==> config.mk <==
export PLATFORM = sky130hd
export DESIGN_NAME = pe_s10_adder_tree
export DESIGN_NICKNAME = d
export VERILOG_FILES = /design/src/rtl/pe_s10_adder_tree.sv
export SDC_FILE = /design/constraint.sdc
export NUM_CORES = 1
export LEC_CHECK = 0
export CAP_MARGIN = 20
export CORE_ASPECT_RATIO = 1.4
export CORE_MARGIN = 3
export CORE_UTILIZATION = 40
export CTS_BUF_LIST = sky130_fd_sc_hd__clkbuf_8
export DETAILED_ROUTE_END_ITERATION = 6
export PLACE_DENSITY = 0.69
export RECOVER_POWER = 25
export SYNTH_ARGS = -nofsm -noshare
export SYNTH_HDL_FRONTEND = slang
export SYNTH_SLANG_ARGS = --single-unit
==> constraint.sdc <==
create_clock -name clk -period 2.6 [get_ports clk]
set_input_delay 0.26 -clock clk [delete_from_list [all_inputs] [get_ports clk]]
set_output_delay 0.26 -clock clk [all_outputs]
set_load 0.03 [all_outputs]
==> src/rtl/pe_s10_adder_tree.sv <==
// pe_s10_adder_tree: pipelined signed multi-operand adder tree for the PE
// dot-product path. NUM_IN operands are reduced pairwise by a 2-input adder
// cell (two operands plus two carry bits), with one register per tree level.
// cin0/cin1 enter as the carry bits of the first level-1 pair, which makes
// them a rounding bias on the total.
// Optional feature macro: PE_ADDER_TREE_ACC_EN adds an accumulator stage that
// folds beats into one result per in_last-terminated group.
module pe_s10_adder_tree #(
  parameter int NUM_IN = 4,
  parameter int WIDTH  = 8,
`ifdef PE_ADDER_TREE_ACC_EN
  parameter int ACC_W  = 32,
`endif
  localparam int LEVELS = $clog2(NUM_IN),
  localparam int OUT_W  = WIDTH + LEVELS
) (
  input  logic                    clk,
  input  logic                    reset,
  input  logic                    enable,
  input  logic                    in_valid,
  input  logic                    in_last,
  input  logic [NUM_IN*WIDTH-1:0] in_data,
  input  logic                    cin0,
  input  logic                    cin1,
  output logic                    out_valid,
`ifdef PE_ADDER_TREE_ACC_EN
  output logic [ACC_W-1:0]        out_data
`else
  output logic [OUT_W-1:0]        out_data
`endif
);

  // The 2-input S10 cell. Every node is carried at the full tree width,
  // sign-extended, so each level's sum is exact and never wraps.
  function automatic logic [OUT_W-1:0] addCell(input logic [OUT_W-1:0] a,
                                               input logic [OUT_W-1:0] b,
                                               input logic s0,
                                               input logic s1);
    return a + b + OUT_W'(s0) + OUT_W'(s1);
  endfunction

  // Nodes use heap numbering: node 1 is the root, node n has children 2n and
  // 2n+1. Nodes NUM_IN/2 .. NUM_IN-1 form level 1 and take operand pairs
  // directly; node NUM_IN/2 is pair 0 and therefore gets the carry bits.
  logic [OUT_W-1:0]  node_q [1:NUM_IN-1];
  logic [OUT_W-1:0]  node_d [1:NUM_IN-1];
  logic [NUM_IN-1:1] load;
  logic [LEVELS-1:0] valid_q;

  for (genvar n = 1; n < NUM_IN; n++) begin : g_node
    // Pipeline stage this node's register belongs to (0 = level 1).
    localparam int STAGE = LEVELS - $clog2(n + 1);

    if (n >= NUM_IN / 2) begin : g_leaf
      logic [OUT_W-1:0] opA;
      logic [OUT_W-1:0] opB;
      assign opA = OUT_W'(signed'(in_data[(2*n-NUM_IN)*WIDTH +: WIDTH]));
      assign opB = OUT_W'(signed'(in_data[(2*n-NUM_IN+1)*WIDTH +: WIDTH]));
      if (n == NUM_IN / 2) begin : g_bias
        assign node_d[n] = addCell(opA, opB, cin0, cin1);
      end else begin : g_plain
        assign node_d[n] = addCell(opA, opB, 1'b0, 1'b0);
      end
    end else begin : g_inner
      assign node_d[n] = addCell(node_q[2*n], node_q[2*n+1], 1'b0, 1'b0);
    end

    // Data registers only load behind a valid beat, so bubbles leave the
    // last result parked on the output instead of toggling the tree.
    if (STAGE == 0) begin : g_load0
      assign load[n] = in_valid;
    end else begin : g_loadN
      assign load[n] = valid_q[STAGE-1];
    end
  end

  // Tree data and valid shift register; enable low freezes the whole pipe.
  always_ff @(posedge clk or posedge reset) begin
    if (reset) begin
      for (int n = 1; n < NUM_IN; n++) node_q[n] <= '0;
      valid_q <= '0;
    end else if (enable) begin
      for (int n = 1; n < NUM_IN; n++) begin
        if (load[n]) node_q[n] <= node_d[n];
      end
      valid_q <= {valid_q[LEVELS-2:0], in_valid};
    end
  end

`ifdef PE_ADDER_TREE_ACC_EN
  logic [LEVELS-1:0] last_q;
  logic [ACC_W-1:0]  acc_q;
  logic [ACC_W-1:0]  accSum;
  logic [ACC_W-1:0]  out_q;
  logic              outValid_q;

  assign accSum = acc_q + ACC_W'(signed'(node_q[1]));

  // Group-end marker travelling in lockstep with the valid bits.
  always_ff @(posedge clk or posedge reset) begin
    if (reset) begin
      last_q <= '0;
    end else if (enable) begin
      last_q <= {last_q[LEVELS-2:0], in_last};
    end
  end

  // Accumulator: fold every valid tree result, emit and restart on last.
  always_ff @(posedge clk or posedge reset) begin
    if (reset) begin
      acc_q      <= '0;
      out_q      <= '0;
      outValid_q <= 1'b0;
    end else if (enable) begin
      outValid_q <= valid_q[LEVELS-1] & last_q[LEVELS-1];
      if (valid_q[LEVELS-1]) begin
        if (last_q[LEVELS-1]) begin
          out_q <= accSum;
          acc_q <= '0;
        end else begin
          acc_q <= accSum;
        end
      end
    end
  end

  assign out_valid = outValid_q;
  assign out_data  = out_q;
`else
  logic unused_last;
  assign unused_last = in_last;

  assign out_valid = valid_q[LEVELS-1];
  assign out_data  = node_q[1];
`endif

endmodule
==> flow_summary_export.csv <==
group,metric,value,unit
die,initial_utilization,0.427,
timing,finalSetupViolations,0,
clock_tree,cts_buffers,5,
yosys,synth_ff_type,"dfrtp_1",
pwr,power_density,748,nW/µm²
worst_hold_path,hp-start,"out_data[2]$_DFFE_PP0P_",
worst_setup_path,worstSetupPathType,"reg2reg",
clock_tree,path_clk_slew,0.07,ns
detailed_routing,drc_errors,0,
detailed_routing,avgViaCountPerCell,5.02,
worst_hold_path,hold_path_class,"reg2reg",
cells_and_area,fill_cells,501,
timing,rsz0062_at_grt,"false",
die,fp-row-count,31,
clock_tree,clock-root-buffer,"clkbuf_8",
timing,whs,0.475,ns
global_route,grt-ovfl-total,0,
yosys,synth_simple_gate_area_share,0.107,
yosys,synth_xor_area_frac,0.0613,
clock_tree,worstSkewPairLatency,0.28,ns
clock_tree,cts_num_sinks,31,
yosys,synthArstFlopShare,1.00,
yosys,yosysSeqAreaShare,0.340,
cells_and_area,n_antenna_cell,0,
detailed_routing,met1_length,1770,µm
worst_hold_path,min_to,"out_data[2]$_DFFE_PP0P_",
worst_setup_path,r2r_setup_slack,0.16,ns
placed_design,postPlaceCellArea,2810,µm²
outcome,outcome,"finished, violations left",
detailed_routing,wirelength,4220,µm
worst_setup_path,r2r_cells,8,
yosys,synth_edf_count,0,
detailed_routing,num_vias,1767,
yosys,synth_top_family_by_area,"adder cells",
worst_setup_path,critPathLaunchType,"flop",
yosys,synthAdderAreaFrac,0.216,
clock_tree,cts_buffer_depth,2,
clock_tree,cts_max_level,2,
detailed_routing,firstDrtPassIters,4,
detailed_routing,antenna_left,0,
job,drv_cap,1,
detailed_routing,wl_met3,135,µm
die,chipWidth,69.9,µm
worst_hold_path,hold_depth,2,
worst_setup_path,r2r-end,"out_data[8]$_DFFE_PP0P_",
cells_and_area,final_nets,361,
clock_tree,cts_tree,"yes",
die,die_area,6670,µm²
global_route,grt_max_degree,33,
yosys,ys_ff_latch,31,
detailed_routing,wl_per_cell,12.0,µm
global_route,grt_pass1_vias,1770,
yosys,syn_nets,313,
global_route,antenna_found_initial,0,
outcome,violations,"capacitance limit, slew limit",
die,fp.dieH,95.4,µm
placed_design,dp_hpwl,3490,µm
cells_and_area,final_util,0.551,
timing,slew_viol_final,32,
detailed_routing,routed.top_layer,"met4",
yosys,muxShareOfSynthArea,0.0246,
die,io_pins,50,
die,coreArea,5350,µm²
yosys,synthDistinctLibCells,36,
timing,fmax,410,MHz
yosys,yosysWarnings,0,
yosys,synth_area,2280,µm²
timing,skew,0.00450,ns
clock_tree,hold_buffers,0,
timing,slew_headroom,-0.0525,
worst_setup_path,worstSetupEndpointType,"flop",
timing,finalHoldViolCount,0,
placed_design,gp_congestion,0.792,
worst_setup_path,cp_data_required_time,2.75,ns
pwr,p_leak,0.00141,µW
pwr,ir_drop,260,µV
worst_setup_path,r2r_start,"node_q[0]$_DFFE_PP0P_",
yosys,synth-compound-area-share,0.194,
timing,fin_crit_sh,0.938,
global_route,grtUsageTotal,0.137,
cells_and_area,final_area,2950,µm²
timing,tightest_slew,1.58,ns
worst_setup_path,crit_arrival,2.59,ns
yosys,avgSynthCellArea,9.64,µm²
detailed_routing,drt_iter0_markers,57,
placed_design,io_buffers,48,
cells_and_area,syn2layout_area_growth,29.1,%
global_route,grt_first_pass_wirelength,7420,µm
timing,final.min_clock_period,2.44,ns
cells_and_area,layout-drive-gt1-share,0.0909,
detailed_routing,wl_met2,2210,µm
worst_setup_path,cp_max_fo,3,
yosys,syn_inst,237,
through the flow:
stage | TNS [ns] | total power, µW | worst slack, ns | instances
floorplan | 0 | 1500 | 0.316 | 237
global placement | -0.568 | 1710 | -0.203 | 344
detailed placement | -0.790 | 1740 | -0.234 | 344
CTS | 0 | 2230 | 0.0568 | 352
global route | 0 | 2380 | 0.0329 | 352
finish | 0 | 2210 | 0.160 | 352
layout make-up:
type	instances	area [µm²]	share of cell area
Tap cell	66	82.6	0.0280
Clock buffer	6	82.6	0.0280
Timing Repair Buffer	56	544	0.184
Sequential cell	31	776	0.263
Clock inverter	2	35.0	0.0119
Multi-Input combinational cell	181	1390	0.472
Inverter	10	37.5	0.0127
cell usage after synthesis (5+ instances only):
library cell,instances,area share
ha_1,33,0.18
dfrtp_1,31,0.34
nand2_1,27,0.044
o21ai_0,23,0.050
a21o_1,10,0.033
buf_4,10,0.033
inv_1,10,0.016
nor2_1,9,0.015
xnor2_1,8,0.031
xor2_1,8,0.031
a21oi_1,7,0.015
clkbuf_1,5,0.0082
mux2_2,5,0.025
per-layer routing:
metal | track usage | up-vias
met5 | 0 | -
met4 | 0.0671 | 0
met3 | 0.0169 | 9
met2 | 0.246 | 35
met1 | 0.160 | 788
li1 | - | 935
registers in the layout (all words and copies together), names as in the netlist:
register / cells
valid_q: 2
out_data: 10
node_q: 19
power by group:
part,total (µW),internal [µW],switching [µW]
sequential,706,627,79.8
combinational,1020,494,523
clock,484,310,175
total,2210,1430,777
placed cells by master, fill, tap and decap left out, types with 5 or more instances in the layout:
| master | count |
|---|---|
| nand2_1 | 27 |
| a21oi_1 | 7 |
| xnor2_1 | 8 |
| o21ai_0 | 23 |
| clkbuf_8 | 6 |
| nor2_1 | 9 |
| dfrtp_1 | 31 |
| xor2_1 | 8 |
| mux2_2 | 5 |
| buf_4 | 7 |
| a21o_1 | 10 |
| inv_1 | 9 |
| clkdlybuf4s50_1 | 44 |
| ha_1 | 32 |
kinds of logic after synthesis:
group / count (synthesis)
AO/OA/AOI/OAI: 69
flip-flops: 31
XOR/XNOR: 16
adder cells (fa/ha/maj): 37
multiplexers: 5
buffers and inverters: 25
AND/OR/NAND/NOR: 54
critical path, cell delays in order, from the launching register on:
cell	delay, ns
dfrtp_1	0.38
ha_1	0.23
fa_1	0.41
a21o_1	0.22
a22o_1	0.24
or4_1	0.40
a31oi_1	0.21
xor2_1	0.16
o21ai_1	0.07
worst max path at each step:
| stage | startpoint | endpoint | slack (ns) | cells past startpoint |
|---|---|---|---|---|
| 4_1_cts | in_data[0] | node_q[18]$_DFFE_PP0P_ | 0.06 | 11 |
| 3_3_place_gp | in_data[0] | node_q[18]$_DFFE_PP0P_ | -0.20 | 11 |
| 6_report | node_q[0]$_DFFE_PP0P_ | out_data[8]$_DFFE_PP0P_ | 0.16 | 8 |
| 5_1_grt | node_q[0]$_DFFE_PP0P_ | out_data[8]$_DFFE_PP0P_ | 0.03 | 8 |
| 3_5_place_dp | in_data[0] | node_q[18]$_DFFE_PP0P_ | -0.23 | 11 |
| 2_1_floorplan | node_q[0]$_DFFE_PP0P_ | out_data[8]$_DFFE_PP0P_ | 0.32 | 8 |
timing repair:
action                     CTS  global route
buffers inserted             0             0
gates resized for setup      0             8
setup endpoints to repair    0             2
(Power assumes the default switching activity.)
